`src/rtl/tdm_pkg.sv`:
```
// tdm_pkg: shared frame geometry and FSM state type for the 4-slot TDM demultiplexer
package tdm_pkg;
  localparam int NUM_SLOTS = 4;
  localparam int SLOT_W = $clog2(NUM_SLOTS);
  typedef enum logic {HUNT, LOCKED} state_t;
endpackage

```
`src/rtl/tdm_slot_ctr.sv`:
```
// tdm_slot_ctr: slot index counter; clr -> 0, load1 -> 1, inc -> +1 wrapping at NUM_SLOTS-1
// Ports: clk, rst (async, active high), inc/load1/clr controls (clr wins, then load1), slot = current index
module tdm_slot_ctr
  import tdm_pkg::*;
(
  input  logic              clk,
  input  logic              rst,
  input  logic              inc,
  input  logic              load1,
  input  logic              clr,
  output logic [SLOT_W-1:0] slot
);
  logic [SLOT_W-1:0] slot_q, slot_d;
  always_comb
    slot_d = clr   ? '0 :
             load1 ? SLOT_W'(1) :
             inc   ? (slot_q == SLOT_W'(NUM_SLOTS - 1) ? '0 : slot_q + 1'b1) :
                     slot_q;
  always_ff @(posedge clk or posedge rst)
    if (rst) slot_q <= '0;
    else slot_q <= slot_d;
  assign slot = slot_q;
endmodule

```
`src/rtl/tdm_demux4.sv`:
```
// tdm_demux4: splits a sync-framed 4-slot TDM sample stream into four registered channel outputs
// Ports: clk, rst (async, active high); din/en/sync sample stream with strobe and slot-0 marker;
//        err_clr clears sync_err; out0..out3 last complete frame; frame_valid one-cycle new-frame pulse;
//        slot = index expected for next sample; locked = FSM in LOCKED; sync_err sticky framing error
module tdm_demux4
  import tdm_pkg::*;
#(
  parameter int WIDTH = 1
) (
  input  logic              clk,
  input  logic              rst,
  input  logic [WIDTH-1:0]  din,
  input  logic              en,
  input  logic              sync,
  input  logic              err_clr,
  output logic [WIDTH-1:0]  out0,
  output logic [WIDTH-1:0]  out1,
  output logic [WIDTH-1:0]  out2,
  output logic [WIDTH-1:0]  out3,
  output logic              frame_valid,
  output logic [SLOT_W-1:0] slot,
  output logic              locked,
  output logic              sync_err
);
  state_t state_q, state_d;
  logic [WIDTH-1:0] shad_q [3];
  logic [WIDTH-1:0] shad_d [3];
  logic [WIDTH-1:0] out_q [4];
  logic [WIDTH-1:0] out_d [4];
  logic fv_q, fv_d, err_q, err_d;
  logic err_set, inc, load1, clr;
  tdm_slot_ctr u_ctr (
    .clk  (clk),
    .rst  (rst),
    .inc  (inc),
    .load1(load1),
    .clr  (clr),
    .slot (slot)
  );
  // The slot-3 sample goes straight to out3, so only slots 0..2 need a shadow.
  // A partial frame is discarded implicitly: outputs load only on slot-3 completion,
  // and any restart overwrites shadow 0 before the next completion can occur.
  always_comb begin
    state_d = state_q;
    shad_d  = shad_q;
    out_d   = out_q;
    fv_d    = 1'b0;
    err_set = 1'b0;
    inc     = 1'b0;
    load1   = 1'b0;
    clr     = 1'b0;
    if (en) begin
      if (state_q == HUNT) begin
        if (sync) begin
          shad_d[0] = din;
          load1     = 1'b1;
          state_d   = LOCKED;
        end
      end else if (sync) begin
        err_set   = slot != '0;
        shad_d[0] = din;
        load1     = 1'b1;
      end else if (slot == '0) begin
        err_set = 1'b1;
        clr     = 1'b1;
        state_d = HUNT;
      end else begin
        inc = 1'b1;
        for (int i = 1; i < 3; i++) if (slot == SLOT_W'(i)) shad_d[i] = din;
        if (slot == SLOT_W'(NUM_SLOTS - 1)) begin
          out_d = '{shad_q[0], shad_q[1], shad_q[2], din};
          fv_d  = 1'b1;
        end
      end
    end
    err_d = err_set | (err_q & ~err_clr);
  end
  always_ff @(posedge clk or posedge rst)
    if (rst) begin
      state_q <= HUNT;
      shad_q  <= '{default: '0};
      out_q   <= '{default: '0};
      fv_q    <= 1'b0;
      err_q   <= 1'b0;
    end else begin
      state_q <= state_d;
      shad_q  <= shad_d;
      out_q   <= out_d;
      fv_q    <= fv_d;
      err_q   <= err_d;
    end
  assign out0        = out_q[0];
  assign out1        = out_q[1];
  assign out2        = out_q[2];
  assign out3        = out_q[3];
  assign frame_valid = fv_q;
  assign locked      = state_q == LOCKED;
  assign sync_err    = err_q;
endmodule

```
`config.mk`:
```
export PLATFORM = sky130hd
export DESIGN_NAME = tdm_demux4
export DESIGN_NICKNAME = d
export VERILOG_FILES = /design/src/rtl/tdm_pkg.sv /design/src/rtl/tdm_slot_ctr.sv /design/src/rtl/tdm_demux4.sv
export SDC_FILE = /design/constraint.sdc
export NUM_CORES = 1
export LEC_CHECK = 0
export BUFFER_PORTS_ARGS = -buffer_cell sky130_fd_sc_hd__buf_2
export CORE_MARGIN = 4
export CORE_UTILIZATION = 45
export DETAILED_ROUTE_END_ITERATION = 8
export GPL_ROUTABILITY_DRIVEN = 0
export HOLD_SLACK_MARGIN = 0.08
export MAX_ROUTING_LAYER = met4
export PLACE_DENSITY = 0.8
export SYNTH_ARGS = -nofsm -noshare
export SYNTH_HDL_FRONTEND = slang
export SYNTH_SLANG_ARGS = --single-unit
export TNS_END_PERCENT = 100
```
`constraint.sdc`:
```
create_clock -name clk -period 1.61 [get_ports clk]
set_input_delay 0 -clock clk [delete_from_list [all_inputs] [get_ports clk]]
set_output_delay 0 -clock clk [all_outputs]
set_load 0.02 [all_outputs]
```
==> metrics.yaml <==
status: "completed"
cp_max_fo: 5
end_kind: "flip-flop"
cts_tree: "built"
grt_use_met1_pct: 15.8
synth_top_area_cell: "dfrtp_1"
drt-total-wl_um: 1290
die_w_um: 45.4
cts.clk_slew.worst_paths_ns: 0.08
seq_area_frac_synth_pct: 47.7
cts_sinks: 12
syn-num-nets: 65
hold_class: "in2async"
rsz0062_at_grt: "false"
antenna_found_initial: 0
crit_arrival_ns: 1.73
max_slew.worst_pin.slew_ns: 0.453
slew_viol_final: 0
nFillCells: 102
track_usage_pct: 15.5
synthCells: 52
grt_pass1_vias: 471
reg2reg_to: "frame_valid"
dp_hpwl_um: 913
maxSlewHeadroom_pct: 69.8
avgSynthCellArea_um2: 12.1
setup_viol: 0
cts_max_level: 1
routedWlPerCell_um: 13.4
clock_path_buffers: 2
finalHoldViolCount: 0
drtPass1Iterations: 4
fin_nets: 95
max_freq_mhz: 640
drive_gt1_share_pct: 44.4
busiest_layer: "met2"
die-area_um2: 2060
syn_to_final_growth_pct: 39.0
tritoncts.num_buffers: 3
drc: 0
r2r_cells: 4
multi_input_comb_area_um2: 332
gr-usage-met2_pct: 26.7
yosys_register_bits: 12
crit_type: "reg2reg"
start_kind: "flip-flop"
crit_required_ns: 1.78
numPortBuffers: 14
power_leakage_nw: 0.453
chipHeight_um: 45.4
root_buffer: "clkbuf_4"
initial_core_util_pct: 48.4
setup-tns-final_ns: 0
synth.yosys.warnings: 0
vias_per_cell: 5.02
yosysTopAreaCellShare_pct: 47.7
fin_ws_ns: 0.0465
grt-ovfl-total: 0
regArea_um2: 303
grt_max_degree: 13
power.density_nw_per_um2: 1670
combPwrFrac_pct: 51.4
intPower_w: 0.000888
ff2ff_setup_slack_ns: 0.05
post-place-ws_ns: 0.00893
antennaDiodeCount: 0
drv_cap: 0
seqPwrFrac_pct: 35.2
gr-usage-met3_pct: 5.93
period_share_pct: 97.1
fp-row-count: 13
design.core.area_um2: 1300
vias: 482
clock_latency_ns: 0.28
yosys-top-cells-area: "dfrtp_1, ha_1, mux2_4, inv_1, mux2_1"
reg2reg_from: "u_ctr.slot[0]"
synth_area_um2: 629
fin_skew_ns: 0.00939
ios: 15
ant_nets: 0
grt_pass1_wl_um: 2140
drtIter0Drc: 14
synth_cell_type_count: 20
switching_share_pct: 39.3
vdd_drop_max_v: 0.00102
switchingPower_w: 0.000574
fin_crit_ns: 1.56
pwr-share-clk_pct: 13.5
per-layer routing:
layer,part of all wire (%),vias up
met5,0,-
met4,1.5,0
met3,7.0,3
met1,40,226
met2,52,15
li1,-,238
metrics by stage:
stage / cells / hold slack, ns / cell area (µm²) / util (%) / power, W
after floorplan: 52 / -0.135 / 637 / - / 0.000942
after global placement: 83 / 0.0188 / 741 / 56.9 / 0.00113
after detailed placement: 83 / 0.0306 / 741 / 56.9 / 0.00116
after CTS: 93 / 0.273 / 837 / 64.3 / 0.00140
after global routing: 96 / 0.306 / 875 / 67.2 / 0.00157
final: 96 / 0.256 / 875 / 67.2 / 0.00146
cell usage after synthesis (all sizes together):
cell type  number
o211ai          1
nor3b           1
o22ai           1
nand3b          1
or2             1
mux2            7
ha              7
o21a            1
a21boi          1
nand2           5
a21oi           1
inv             6
a31oi           2
and3            1
o21ai           2
dfrtp          12
nand3           2
timing repair:
action | CTS | global route
gates resized for setup | 1 | 3
hold buffers | 6 | 0
hold endpoints to repair | 20 | 0
setup endpoints to repair | 4 | 6
buffers inserted | 0 | 3
cloned | 0 | 0
cell type report:
type                    count  share of cell area, %
clock buffers               4                   3.00
inverters                   6                   3.15
multi-input cells          34                   37.9
flip-flops and latches     12                   34.6
well taps                  15                   2.15
repair buffers             25                   19.2
state kept, by name, summed over array words and instances (netlist names):
register     flops
shad_q           3
u_ctr.slot       2
frame_valid      1
locked           1
out0             1
out1             1
out2             1
out3             1
sync_err         1
power by group through the flow:
stage | Sequential (W) | Combinational, W | Clock [W]
after CTS | 0.000504 | 0.000697 | 0.000203
after floorplan | 0.000633 | 0.000309 | 0
after global placement | 0.000497 | 0.000634 | 0
final | 0.000514 | 0.000751 | 0.000197
after detailed placement | 0.000511 | 0.000652 | 0
after global routing | 0.000529 | 0.000830 | 0.000215
cells by family (layout without fill, tap and decap cells):
family / after synthesis / in the layout / synth area share, %
simple gates: 11 / 11 / 10.9
flops: 12 / 12 / 47.7
fa+ha+maj: 7 / 7 / 13.9
buf+inv: 6 / 35 / 3.58
compound gates: 9 / 9 / 8.95
mux: 7 / 7 / 14.9
worst max-delay path, cell delays in order, from the launching register on:
cell           delay [ns]
dfrtp_2              0.43
buf_4                0.16
ha_1                 0.18
nor3b_1              0.13
dlygate4sd3_1        0.55
how the worst max path moves through the flow:
stage                              to  slack (ns)     startpoint  depth (start not counted)
final                     frame_valid        0.05  u_ctr.slot[0]                          4
after global routing             out1       0.004  u_ctr.slot[0]                          7
after CTS                        out0        0.02  u_ctr.slot[0]                          7
after detailed placement         out0       0.009  u_ctr.slot[0]                          7
after global placement           out1        0.04  u_ctr.slot[0]                          7
after floorplan                  out0       0.004  u_ctr.slot[0]                          7
layout by cell type, fill, tap and decap left out, types with 2 or more instances in the layout:
cell type,instances
inv_4,2
buf_2,14
o21ai_0,2
dfrtp_1,10
dlygate4sd3_1,6
inv_1,4
a31oi_1,2
nand3_1,2
nand2_1,4
mux2_4,4
dfrtp_2,2
ha_4,2
buf_4,5
ha_1,5
mux2_1,2
clkbuf_4,3
(Power assumes the default switching activity.)
